===== src/rtl/icewerxadc_scheduler.sv =====
// rtl/icewerxadc_scheduler.sv - round-robin poller for the 4-channel icewerx serial ADC
// Sends one command byte per poll slot and publishes the 10-bit little-endian reply.
module icewerxadc_scheduler #(
  parameter int unsigned ClkFrequency  = 12000000,
  parameter int unsigned PollHz        = 400,
  parameter int unsigned TimeoutCycles = 12000
) (
  input  logic       clk,
  input  logic       reset,
  input  logic [3:0] enable_mask,
  output logic [7:0] tx_data,
  output logic       tx_start,
  input  logic       tx_busy,
  input  logic [7:0] rx_data,
  input  logic       rx_valid,
  input  logic       rx_eop,
  output logic [9:0] adc1,
  output logic [9:0] adc2,
  output logic [9:0] adc3,
  output logic [9:0] adc4,
  output logic [3:0] adc_valid,
  output logic [3:0] adc_error,
  output logic       overrun
);

  localparam int unsigned Interval = ClkFrequency / PollHz;
  localparam int unsigned SlotW    = (Interval > 1) ? $clog2(Interval) : 1;
  localparam int unsigned TmoW     = (TimeoutCycles > 1) ? $clog2(TimeoutCycles) : 1;
  localparam logic [SlotW-1:0] SlotLast = SlotW'(Interval - 1);
  localparam logic [TmoW-1:0]  TmoLast  = TmoW'(TimeoutCycles - 1);

  typedef enum logic [1:0] {
    S_IDLE,
    S_SEND,
    S_WAIT
  } state_t;

  state_t           state_q, state_d;
  logic [SlotW-1:0] slot_q, slot_d;
  logic [TmoW-1:0]  tmo_q, tmo_d;
  logic [1:0]       last_ch_q, last_ch_d;
  logic [1:0]       ch_q, ch_d;
  logic [7:0]       tx_data_q, tx_data_d;
  logic             tx_start_q, tx_start_d;
  logic [15:0]      buf_q, buf_d;
  logic [1:0]       cnt_q, cnt_d;
  logic [9:0]       adc_q [4];
  logic [9:0]       adc_d [4];
  logic [3:0]       valid_q, valid_d;
  logic [3:0]       error_q, error_d;
  logic             overrun_q, overrun_d;

  logic             tick;
  logic [1:0]       pick;
  logic [1:0]       idx;

  assign tick = (slot_q == SlotLast);

  // Scan from the farthest candidate to the nearest so the first enabled channel after last_ch wins.
  always_comb begin
    pick = last_ch_q;
    idx  = last_ch_q;
    for (int i = 4; i >= 1; i--) begin
      idx = last_ch_q + 2'(i);
      if (enable_mask[idx]) pick = idx;
    end
  end

  always_comb begin
    state_d    = state_q;
    slot_d     = tick ? '0 : slot_q + SlotW'(1);
    tmo_d      = tmo_q;
    last_ch_d  = last_ch_q;
    ch_d       = ch_q;
    tx_data_d  = tx_data_q;
    tx_start_d = 1'b0;
    buf_d      = buf_q;
    cnt_d      = cnt_q;
    adc_d      = adc_q;
    valid_d    = valid_q & enable_mask;
    error_d    = error_q;
    overrun_d  = overrun_q;

    case (state_q)
      S_IDLE: begin
        if (tick && (enable_mask != 4'd0)) begin
          ch_d      = pick;
          last_ch_d = pick;
          state_d   = S_SEND;
        end
      end
      S_SEND: begin
        if (tick) overrun_d = 1'b1;
        if (!tx_busy) begin
          tx_data_d  = 8'hA1 + {6'd0, ch_q};
          tx_start_d = 1'b1;
          cnt_d      = 2'd0;
          buf_d      = 16'd0;
          tmo_d      = '0;
          state_d    = S_WAIT;
        end
      end
      S_WAIT: begin
        if (tick) overrun_d = 1'b1;
        tmo_d = tmo_q + TmoW'(1);
        // End of packet outranks both a same-cycle byte and the timeout.
        if (rx_eop) begin
          if (cnt_q == 2'd2) begin
            adc_d[ch_q]   = buf_q[9:0];
            valid_d[ch_q] = 1'b1;
            error_d[ch_q] = 1'b0;
          end else begin
            error_d[ch_q] = 1'b1;
          end
          state_d = S_IDLE;
        end else begin
          if (rx_valid && (cnt_q < 2'd2)) begin
            buf_d = {rx_data, buf_q[15:8]};
            cnt_d = cnt_q + 2'd1;
          end
          if (tmo_q == TmoLast) begin
            error_d[ch_q] = 1'b1;
            state_d       = S_IDLE;
          end
        end
      end
      default: state_d = S_IDLE;
    endcase
  end

  always_ff @(posedge clk) begin
    if (reset) begin
      state_q    <= S_IDLE;
      slot_q     <= '0;
      tmo_q      <= '0;
      last_ch_q  <= 2'd3;
      ch_q       <= 2'd0;
      tx_data_q  <= 8'd0;
      tx_start_q <= 1'b0;
      buf_q      <= 16'd0;
      cnt_q      <= 2'd0;
      for (int i = 0; i < 4; i++) adc_q[i] <= 10'd0;
      valid_q    <= 4'd0;
      error_q    <= 4'd0;
      overrun_q  <= 1'b0;
    end else begin
      state_q    <= state_d;
      slot_q     <= slot_d;
      tmo_q      <= tmo_d;
      last_ch_q  <= last_ch_d;
      ch_q       <= ch_d;
      tx_data_q  <= tx_data_d;
      tx_start_q <= tx_start_d;
      buf_q      <= buf_d;
      cnt_q      <= cnt_d;
      for (int i = 0; i < 4; i++) adc_q[i] <= adc_d[i];
      valid_q    <= valid_d;
      error_q    <= error_d;
      overrun_q  <= overrun_d;
    end
  end

  assign tx_data   = tx_data_q;
  assign tx_start  = tx_start_q;
  assign adc1      = adc_q[0];
  assign adc2      = adc_q[1];
  assign adc3      = adc_q[2];
  assign adc4      = adc_q[3];
  assign adc_valid = valid_q;
  assign adc_error = error_q;
  assign overrun   = overrun_q;

endmodule


===== config.mk =====
export PLATFORM = sky130hd
export DESIGN_NAME = icewerxadc_scheduler
export DESIGN_NICKNAME = d
export VERILOG_FILES = /design/src/rtl/icewerxadc_scheduler.sv
export SDC_FILE = /design/constraint.sdc
export NUM_CORES = 1
export LEC_CHECK = 0
export BUFFER_PORTS_ARGS = -buffer_cell sky130_fd_sc_hd__buf_2
export CORE_MARGIN = 8
export CORE_UTILIZATION = 50
export DETAILED_ROUTE_END_ITERATION = 7
export PLACE_DENSITY = 0.79
export SYNTH_ARGS = -nofsm -noshare
export SYNTH_HDL_FRONTEND = slang
export SYNTH_SLANG_ARGS = --single-unit

===== constraint.sdc =====
create_clock -name clk -period 2 [get_ports clk]
set_input_delay 0.6 -clock clk [delete_from_list [all_inputs] [get_ports clk]]
set_output_delay 0.6 -clock clk [all_outputs]
set_load 0.01 [all_outputs]

## Yosys cells after proc, flatten, opt, wreduce, memory -nomap -nowiden

Cells that the tools add are included.

| storage, ports and cells | value |
|---|---|
| register bits | 111 |
| output and inout bits | 58 |
| logic and storage cells | 104 |

| operators by class | value |
|---|---|
| add/sub/neg operators | 7 |
| $lt $le $gt $ge | 8 |
| equality and inequality tests | 10 |
| muxes and demuxes | 36 |
| bitwise logic cells | 8 |
| reduce and logical (&&, ||, !) cells | 19 |

Operator list:

| cell | number |
|---|---|
| $mux 16 | 3 |
| $bwmux 40 | 1 |
| $pmux 16 s2 | 1 |
| $pmux 14 s2 | 1 |
| $mux 4 | 6 |
| $demux 10 s2 | 1 |
| $mux 2 | 10 |
| $add 15x1->15 const B | 1 |
| $eq 15x15->1 const B | 1 |
| $add 14x1->14 const B | 1 |
| $eq 14x14->1 const B | 1 |
| $mux 14 | 1 |
| $lt 2x3->1 const B | 4 |
| $mux 10 | 1 |
| $reduce_and 2->1 | 5 |
| $add 8x2->8 const A | 1 |
| $and 4x4->4 | 2 |
| $ne 2x2->1 const B | 4 |
| $or 4x4->4 | 2 |
| $bmux 1 s2 | 3 |
| $pmux 2 s3 | 1 |
| $reduce_and 3->1 | 2 |
| $reduce_or 2->1 | 3 |
| $mux 1 | 5 |
| 19 further kinds | 27 |

## Logic depth before layout (Yosys ltp)

Gate-level depths: netlist of run 1.

| depth | value |
|---|---|
| depth in word-level cells | 8 |
| depth in mapped cells | 10 |
| depth with buffers taken out | 7 |

## Worst setup path after synthesis of run 1

OpenSTA, ideal clock, no wires.

| timing | value |
|---|---|
| kind | input -> register |
| start | input port tx_busy |
| end | register tmo_q[11] |
| library setup time | 128 ps |
| arrival | 1,847 ps |
| data required time | 1,872 ps |
| path slack | 25 ps |
| cell stages on the path | 6 |
| buffers on the path | 1 |
| cell sequence | nand2b_1 clkbuf_1 a2111oi_1 nand3_1 xor2_1 nor2_1 |

| between the ends | value |
|---|---|
| cells in the longest elaborated chain, start to end | 2 |

RTL lines:

| element | RTL line | source |
|---|---|---|
| start, declared | 13 | `input logic tx_busy,` |
| $ne 2x2->1 (no line) | -- |  |
| $reduce_and 2->1 (no line) | -- |  |
| end signal, assigned | 149 | `tmo_q <= tmo_d;` |
| end, declared | 40 | `logic [TmoW-1:0] tmo_q, tmo_d;` |

No other way between the ends.
A chain may end at the register's enable or synchronous reset.

## Final worst setup path of run 1

| timing | value |
|---|---|
| start | register state_q[1] |
| end | register tmo_q[13] |

| between the ends | value |
|---|---|
| cells in the longest elaborated chain, start to end | 3 |
| elaborated cells between the ends (all ways) | 6 |
| those cells by class | 3 x eq/ne; 1 x mux; 2 x reduce/logical |

RTL lines:

| element | RTL line | source |
|---|---|---|
| start, declared | 38 | `state_t state_q, state_d;` |
| start signal, assigned | 147 | `state_q <= state_d;` |
| $eq 2x1->1 or $eq 2x2->1 (tied branches) | 84 | `case (state_q)` |
| $ne 2x2->1 (no line) or $reduce_bool 2->1 (tied branches) | -- |  |
| $reduce_and 2->1 (no line) | -- |  |

Parallel ways exist; a longest one is shown, timed or not.

==> flow_summary.json, run 1 <==
{
  "seqPwrFrac_pct": 59.9,
  "port-buffer-count": 71,
  "max-cap-violations": 0,
  "cts_buffers": 9,
  "holdPathEnd": "buf_q[10]",
  "track_usage_pct": 16.87,
  "period_share_pct": 97.39,
  "grt.overflow.total": 0,
  "first_global_vias": 3520,
  "synthMostInstantiatedCell": "nand2_1",
  "fin_skew_ns": 0.02003,
  "cts_buffer_depth": 2,
  "n_fill_cell": 774,
  "row_count": 34,
  "synth_edf_count": 0,
  "sw_frac_of_total_pct": 25.01,
  "dieWidth_um": 109.3,
  "die_y_um": 109.3,
  "slew_violations": 0,
  "dr.pass1.iters": 4,
  "drc": 0,
  "r2r_start": "state_q[1]",
  "wire_per_inst_um": 14.00,
  "worstPathArrival_ns": 2.23,
  "insertion_delay_ns": 0.38,
  "worstPathRequired_ns": 2.28,
  "async_flop_share_pct": 0,
  "drt_iter0_markers": 162,
  "synth_area_leaders": "dfxtp_1 49%, nand2_1 11%, a21oi_1 8.4%, ha_1 2.9%, nand3_1 2.9%",
  "postRouteAntennaNets": 0,
  "netlist_top_cells_count": "131 x nand2_1, 107 x dfxtp_1, 73 x a21oi_1",
  "crit_path_end_kind": "register",
  "reg2reg_depth": 8,
  "routed_wl_mm": 9.941,
  "synth-seq-area-share_pct": 49.21,
  "syn_inst": 531,
  "htree_levels": 3,
  "layout_min_cycle_time_ns": 1.948,
  "power_frac_comb_pct": 2.6,
  "synth_cell_types": 46,
  "p_clk_share_pct": 37.6,
  "die_area_um2": 11950,
  "rsz0062_at_grt": "true",
  "yosysWarnings": 0,
  "synth_area_um2": 4353,
  "hold_ws_ns": 0.4576,
  "start_kind": "register",
  "synth_area_per_cell_um2": 8.198,
  "grt_pass1_wl_mm": 16.19,
  "antenna_cells": 0,
  "path_class": "reg -> reg",
  "pwr_density_cell_nw_per_um2": 706.5,
  "multi_input_area_um2": 2043,
  "status": "complete, no violations",
  "min_from": "buf_q[10]",
  "synth-main-ff-cell": "dfxtp_1",
  "pre_cts_ws_ns": 0.002331,
  "initial_core_util_pct": 50.66,
  "core_um2": 8593,
  "pin_count": 75,
  "worst_slack_ns": 0.05226,
  "maxClockFrequency_mhz": 513.4,
  "worstPathMaxFanout": 5,
  "hold_path_depth": 2,
  "r2r-end": "tmo_q[13]",
  "startpoint": "state_q[1]",
  "dp_hpwl_mm": 7.333,
  "numClockSinks": 107,
  "setup_viol": 0,
  "root_buffer": "clkbuf_8",
  "hp-class": "reg -> reg",
  "via_count": 3730,
  "synth_top_area_share_pct": 49.21,
  "setup.reg_to_reg.worst_slack_ns": 0.05,
  "postCtsHoldBufs": 0,
  "via_per_inst": 5.254,
  "synth-seq-cells": 107,
  "ir_worst_vdd_uv": 325.5,
  "synth_area_leader_cell": "dfxtp_1",
  "cts_tree": "yes",
  "nets": 624,
  "leakagePower_nw": 2.010,
  "path_clk_slew_ns": 0.11,
  "grt_max_degree": 39,
  "p_int_w": 0.002680,
  "hold_viol": 0,
  "drive_above_1_share_pct": 18.94,
  "netSwitchingPower_w": 0.0008937,
  "gp_congestion": 0.8147,
  "synthToLayoutAreaGrowth_pct": 16.21,
  "final_util_pct": 58.87,
  "regArea_um2": 2143,
  "antenna_found_initial": 0
}
==> cell usage in the layout (no fill, tap or decap), types with 3 or more instances in the layout <==
master / instances
nand2_1: 129
dfxtp_1: 106
a21oi_1: 73
buf_2: 71
nor2_1: 33
nand3_1: 25
buf_4: 14
inv_1: 13
xnor2_1: 11
xor2_1: 11
ha_1: 10
nand2b_1: 9
clkbuf_8: 9
and3_1: 6
o21ai_0: 6
nor3_1: 6
nand4_1: 5
o22ai_1: 5
and2_1: 4
and2_2: 4
mux2i_1: 4
and4_1: 3
nor2b_1: 3
or3_1: 3
conb_1: 3
inv_8: 3
==> sequential cells by signal (all words and copies together), names as in the netlist, 4 cells and up, named ones only <==
signal / flops
tx_data: 4
adc2: 10
adc1: 10
buf_q: 16
tmo_q: 14
adc_valid: 4
slot_q: 15
adc4: 10
adc3: 10
==> power by group through the flow <==
| stage | Clock [W] | Combinational (W) | Sequential [W] |
|---|---|---|---|
| 2_1_floorplan | 0 | 0.0000532 | 0.00219 |
| 3_3_place_gp | 0 | 0.0000897 | 0.00219 |
| 3_5_place_dp | 0 | 0.0000915 | 0.00219 |
| 4_1_cts | 0.00138 | 0.0000919 | 0.00214 |
| 5_1_grt | 0.00147 | 0.000102 | 0.00214 |
| 6_report | 0.00134 | 0.0000918 | 0.00214 |
==> worst max-delay path, cell delays in order, from the launching register on <==
cell	delay, ns
dfxtp_1	0.38
inv_1	0.08
ha_1	0.25
nand2b_1	0.24
a2111oi_2	0.44
buf_4	0.19
nand3_1	0.09
xor2_1	0.14
nor2_1	0.05
==> area by class of cell <==
class	instances	area share [%]
flip-flops and latches	107	42.37
multi-input cells	380	40.39
repair buffers	86	9.498
well taps	108	2.671
clock buffers	9	2.449
clock inverters	7	1.657
inverters	13	0.9646
==> how the worst max path moves through the flow <==
stage,endpoint,slack [ns],cells past startpoint
2_1_floorplan,tmo_q[11],0.03,6
3_3_place_gp,state_q[1],0.07,5
3_5_place_dp,state_q[1],0.002,5
4_1_cts,ch_q[1],0.03,5
5_1_grt,tmo_q[13],-0.04,8
6_report,tmo_q[13],0.05,8
==> through the flow <==
stage	total power, W	setup TNS (ns)	std cells	instance area, um2
2_1_floorplan	0.002241	0	533	4360
3_3_place_gp	0.002278	0	693	4827
3_5_place_dp	0.002280	0	693	4827
4_1_cts	0.003607	0	709	5035
5_1_grt	0.003709	-0.1640	710	5059
6_report	0.003574	0	710	5059
==> logic make-up after synthesis <==
kind of cell    after synthesis  synth area share [%]
simple gates                243                 25.78
flops                       107                 49.21
compound gates               98                 12.33
buf+inv                      46                 4.369
xor+xnor                     22                 4.426
fa+ha+maj                    10                 2.874
mux                           4                0.9198
other cells                   1               0.08615
==> layer usage <==
metal,global-route usage (%),share of wire (%),vias up
li1,-,-,1903
met1,19.49,41,1721
met2,29.25,50,94
met3,4.045,7.7,12
met4,7.232,1.5,0
met5,0,0,-
==> timing repair <==
item,4_1_cts,5_1_grt
endpoints found under the hold margin,0,0
endpoints found under the setup margin,0,48
setup buffers,0,1
resized for setup,0,8
Note: power is estimated with default switching activity, not from simulation.
==> inputs of run 2 (changes only) <==
SETUP_SLACK_MARGIN = 0.2   (was not set)
==> run 2 against run 1 <==
  * Global-route usage up 0.55 points
  * Combinational power increased by 19%
  * Highest routed layer unchanged
  * Non-clock buffer count up 8
  * Critical path type unchanged
  * Via count up 1.9%
  * First-iteration DRC count rose by 28%
  * Die area is the same
  * Sequential share of layout area shrank 1.9 points
  * Clock power rose by 6%
  * Final area up 5.3%
  * Hold slack is essentially flat
  * Sequential cell count unchanged
  * Routed wire length is 4.5% higher
==> flow_summary.json, run 2 (synthesized netlist as in run 1, its figures left out) <==
{
  "status": "complete, no violations",
  "gp_congestion": 0.8174,
  "initial_core_util_pct": 50.66,
  "rsz0062_at_grt": "true",
  "setup_viol": 0,
  "start_kind": "register",
  "pin_count": 75,
  "antenna_cells": 0,
  "drc": 0,
  "cp_slowest_cell": "or4b_4",
  "wire_per_inst_um": 14.47,
  "dieWidth_um": 109.3,
  "root_buffer": "clkbuf_8",
  "nets": 632,
  "grt_max_degree": 42,
  "seqPwrFrac_pct": 58.3,
  "first_global_vias": 3588,
  "dp_hpwl_mm": 7.328,
  "worstPathMaxFanout": 7,
  "leakagePower_nw": 2.076,
  "hold_viol": 0,
  "period_share_pct": 94.49,
  "track_usage_pct": 17.42,
  "n_fill_cell": 743,
  "netSwitchingPower_w": 0.0008489,
  "power_frac_comb_pct": 3.0,
  "die_area_um2": 11950,
  "synthToLayoutAreaGrowth_pct": 22.33,
  "fin_skew_ns": 0.01471,
  "p_total_w": 0.003668,
  "cts_buffer_depth": 2,
  "regMostFlops": "buf_q",
  "finalSetupTns_ns": 0,
  "crit_path_end_kind": "register",
  "antenna_found_initial": 0,
  "postRouteAntennaNets": 0,
  "largestRegisters": "buf_q x16, slot_q x15, tmo_q x14",
  "core_um2": 8593,
  "worstPathArrival_ns": 2.14,
  "path_class": "reg -> reg",
  "maxClockFrequency_mhz": 529.1,
  "p_clk_share_pct": 38.8,
  "layout_min_cycle_time_ns": 1.890,
  "drive_above_1_share_pct": 24.59,
  "numClockSinks": 107,
  "slew_violations": 0,
  "sw_frac_of_total_pct": 23.15,
  "hp-class": "reg -> reg",
  "ir_worst_vdd_uv": 418.3,
  "drt_iter0_markers": 207,
  "cts_tree": "yes",
  "path_buf_inv": 2,
  "dr.pass1.iters": 4,
  "worstPathRequired_ns": 2.25,
  "pwr_density_cell_nw_per_um2": 688.7,
  "final_cell_mix": "129 x nand2_1, 99 x dfxtp_1, 71 x buf_2",
  "grt_pass1_wl_mm": 16.72,
  "port-buffer-count": 71,
  "p_int_w": 0.002819,
  "slowest_delay_ns": 0.53,
  "via_count": 3801,
  "path_clk_slew_ns": 0.11,
  "grt.overflow.total": 0,
  "path_cells": "or4b_4, nor4_4, buf_4, or2_4, buf_12, a21oi_4",
  "routed_wl_mm": 10.39,
  "insertion_delay_ns": 0.37,
  "die_y_um": 109.3,
  "crit_family": "simple AND/OR/NAND/NOR gates",
  "final_common_cell": "nand2_1",
  "htree_levels": 3,
  "max-cap-violations": 0,
  "via_per_inst": 5.294,
  "largest_register_ffs": 16,
  "row_count": 34,
  "cts_buffers": 9
}
[run 2: cell types whose count changed in the layout (fill, tap and decap cells not counted), sizes merged]
cell and delta:
clkinv -1, buf +8, inv -1, clkbuf +1, bufinv +1
[run 2: final cells by class]
cell class | count | area [um2] | area share (%)
well taps | 108 | 135.1 | 2.538
inverters | 13 | 48.80 | 0.9164
repair buffers | 94 | 585.6 | 11.00
flip-flops and latches | 107 | 2157 | 40.51
multi-input cells | 380 | 2182 | 40.98
clock inverters | 6 | 78.83 | 1.480
clock buffers | 10 | 137.6 | 2.585
[run 2: path summary, 6_finish.rpt]
| path | cells after the start | endpoint | slack [ns] | startpoint |
|---|---|---|---|---|
| max | 6 | slot_q[12] | 0.11 | slot_q[7] |
| min | 2 | adc2[8] | 0.46 | adc2[8] |
| max reg2reg | 6 | slot_q[12] | 0.11 | slot_q[7] |
| min reg2reg | 2 | adc2[8] | 0.46 | adc2[8] |
[run 2: tightest hold or removal path, stage by stage, from the launching register on]
cell,delay [ns]
dfxtp_1,0.32
nand2_1,0.05
a21oi_1,0.05
[run 2: timing repair]
action	4_1_cts	5_1_grt
pin swaps	10	12
cloned	1	0
resized for setup	17	36
endpoints found under the setup margin	32	82
buffers inserted	5	4
hold buffers	0	0
[run 2: layer usage]
layer  share of wire, %  up-vias  GRT usage (%)  wire length [um]
li1                   -     1908              -                 -
met3                7.4       18          3.693               768
met5                  0        -              0                 0
met4                2.0        0          7.907               212
met2                 50       99          30.76              5219
met1                 40     1776          19.79              4191
[run 2: power groups by stage]
| stage | Combinational [W] | Clock [W] | Sequential [W] |
|---|---|---|---|
| 3_5_place_dp | 0.0000934 | 0 | 0.00219 |
| 3_3_place_gp | 0.0000913 | 0 | 0.00219 |
| 4_1_cts | 0.0000998 | 0.00145 | 0.00214 |
| 2_1_floorplan | 0.0000538 | 0 | 0.00219 |
| 5_1_grt | 0.000120 | 0.00153 | 0.00214 |
| 6_report | 0.000109 | 0.00142 | 0.00214 |
[run 2: per-stage QoR]
step	setup WS (ns)	std cells	utilization, %	area, um2	hold WS, ns
after floorplan	0.2033	533	-	4382	0.4260
after global placement	0.06472	692	56.58	4862	0.4362
after detailed placement	0.02379	692	56.58	4862	0.4437
after CTS	0.1842	714	60.09	5164	0.4581
after global routing	0.03031	718	61.97	5325	0.4740
final	0.1101	718	61.97	5325	0.4578
==> inputs of run 3 (changes only) <==
GPL_TIMING_DRIVEN = 0   (was not set)
==> run 3 against run 2 <==
  * Non-clock buffer count grew 20
  * Largest power group unchanged
  * Die area unchanged
  * Final cell count rose by 2.8%
  * Critical path type unchanged
  * Sequential power about the same
  * Routed wire length rose by 2.6%
  * Hold slack worse by 0.0020 ns
  * Final area is 0.49% higher
  * Critical endpoint is now slot_q[14]
  * Via count rose by 1.6%
  * Sequential cell count unchanged
==> flow_summary.json, run 3 (synthesized netlist as in run 1, its figures left out) <==
{
  "setup.reg_to_reg.worst_slack_ns": 0.08,
  "worstPathMaxFanout": 5,
  "slowest_delay_ns": 0.55,
  "final_common_cell": "nand2_1",
  "instances_no_fill": 738,
  "final_cell_mix": "129 x nand2_1, 99 x dfxtp_1, 75 x buf_2",
  "postCtsHoldBufs": 0,
  "reg2reg_depth": 7,
  "r2r-end": "slot_q[14]",
  "r2r_start": "slot_q[9]",
  "largest_register_ffs": 16,
  "worst_slew_pin_slew_ns": 0.5888,
  "slew_violations": 0,
  "track_usage_pct": 17.95,
  "crit_top_cell": "buf_8",
  "largestRegisters": "buf_q x16, slot_q x15, tmo_q x14",
  "grt_max_degree": 20,
  "dr.pass1.iters": 4,
  "core_um2": 8593,
  "htree_levels": 3,
  "maxSlewHeadroom_pct": 60.75,
  "min_from": "adc2[8]",
  "dp_hpwl_mm": 7.810,
  "max-cap-violations": 0,
  "drive_above_1_share_pct": 24.76,
  "hp-class": "reg -> reg",
  "hold_path_depth": 2,
  "path_cells": "or4b_4, nor4_4, buf_4, or2_1, buf_8, buf_8, nor2_1",
  "pin_count": 75,
  "synthToLayoutAreaGrowth_pct": 22.94,
  "cp_slowest_cell": "or4b_4",
  "die_area_um2": 11950,
  "routed_wl_mm": 10.66,
  "via_count": 3863,
  "hold_viol": 0,
  "start_kind": "register",
  "postRouteAntennaNets": 0,
  "root_buffer": "clkbuf_8",
  "rsz0062_at_grt": "true",
  "grt_pass1_wl_mm": 17.27,
  "status": "complete, no violations",
  "cts_buffers": 9,
  "cts_buffer_depth": 2,
  "die_y_um": 109.3,
  "path_class": "reg -> reg",
  "dieWidth_um": 109.3,
  "numClockSinks": 107,
  "port-buffer-count": 71,
  "nets": 652,
  "ir_worst_vdd_uv": 463.2,
  "antenna_cells": 0,
  "worstPathRequired_ns": 2.27,
  "maxClockFrequency_mhz": 520.6,
  "crit_path_end_kind": "register",
  "cts_tree": "yes",
  "insertion_delay_ns": 0.37,
  "row_count": 34,
  "grt.overflow.total": 0,
  "first_global_vias": 3759,
  "drc": 0,
  "pwr_density_cell_nw_per_um2": 653.9,
  "fin_skew_ns": 0.007819,
  "via_per_inst": 5.234,
  "setup_viol": 0,
  "antenna_found_initial": 1,
  "initial_core_util_pct": 50.66,
  "layout_min_cycle_time_ns": 1.921,
  "worstPathArrival_ns": 2.19,
  "gp_congestion": 0.7986,
  "path_clk_slew_ns": 0.11,
  "holdPathEnd": "adc2[8]",
  "drt_iter0_markers": 150,
  "wire_per_inst_um": 14.44,
  "placed_cells": 712,
  "finalSetupTns_ns": 0,
  "regMostFlops": "buf_q",
  "period_share_pct": 96.04,
  "leakagePower_nw": 2.122
}
[run 3: worst max-delay path by stage]
stage                               to  cells past startpoint  slack [ns]        from
after floorplan              buf_q[15]                     10        0.20  state_q[0]
after detailed placement     buf_q[13]                      9       -0.17  state_q[0]
after CTS                   slot_q[14]                      7        0.10   slot_q[4]
final                       slot_q[14]                      7        0.08   slot_q[9]
after global placement       buf_q[13]                      9       -0.12  state_q[0]
after global routing      last_ch_q[0]                      5        0.01   slot_q[7]
[run 3: through the flow]
step | cell area [um2] | hold slack, ns | utilization (%) | setup slack, ns | total power, W
final | 5351 | 0.4558 | 62.27 | 0.07913 | 0.003499
after global routing | 5351 | 0.4806 | 62.27 | 0.01326 | 0.003620
after CTS | 5216 | 0.4611 | 60.70 | 0.1047 | 0.003517
after detailed placement | 4872 | 0.4454 | 56.70 | -0.1749 | 0.002283
after global placement | 4872 | 0.4385 | 56.70 | -0.1153 | 0.002279
after floorplan | 4382 | 0.4260 | - | 0.2033 | 0.002241
[run 3: cell type report]
class / instances / area, um2
Fill cell: 745 / 3242
Multi-Input combinational cell: 380 / 2176
Sequential cell: 107 / 2157
Timing Repair Buffer: 81 / 437.9
Buffer: 33 / 212.7
Tap cell: 108 / 135.1
Clock buffer: 10 / 127.6
Clock inverter: 6 / 56.30
Inverter: 13 / 48.80
[run 3: layer usage]
metal,track usage [%],wire length [um],vias up
li1,-,-,1951
met1,20.27,4371,1801
met2,32.41,5466,94
met3,4.865,697,15
met4,5.111,115,2
met5,0,8,-
[run 3: critical path, delay by kind of cell (launching register included)]
family / cells / cell delay (ns)
AND/OR/NAND/NOR: 4 / 1.05
buffers and inverters: 3 / 0.43
flip-flops: 1 / 0.34
[run 3: timing repair]
action                     4_1_cts  5_1_grt
buffers inserted                 6        3
pin swaps                       13       11
gates cloned                     1        0
setup endpoints to repair       93       89
resized for setup               40       45
[run 3: where the power goes]
group | switching (W) | internal (W)
Sequential | 0.00000490 | 0.00213
Clock | 0.000769 | 0.000483
Combinational | 0.0000679 | 0.0000436
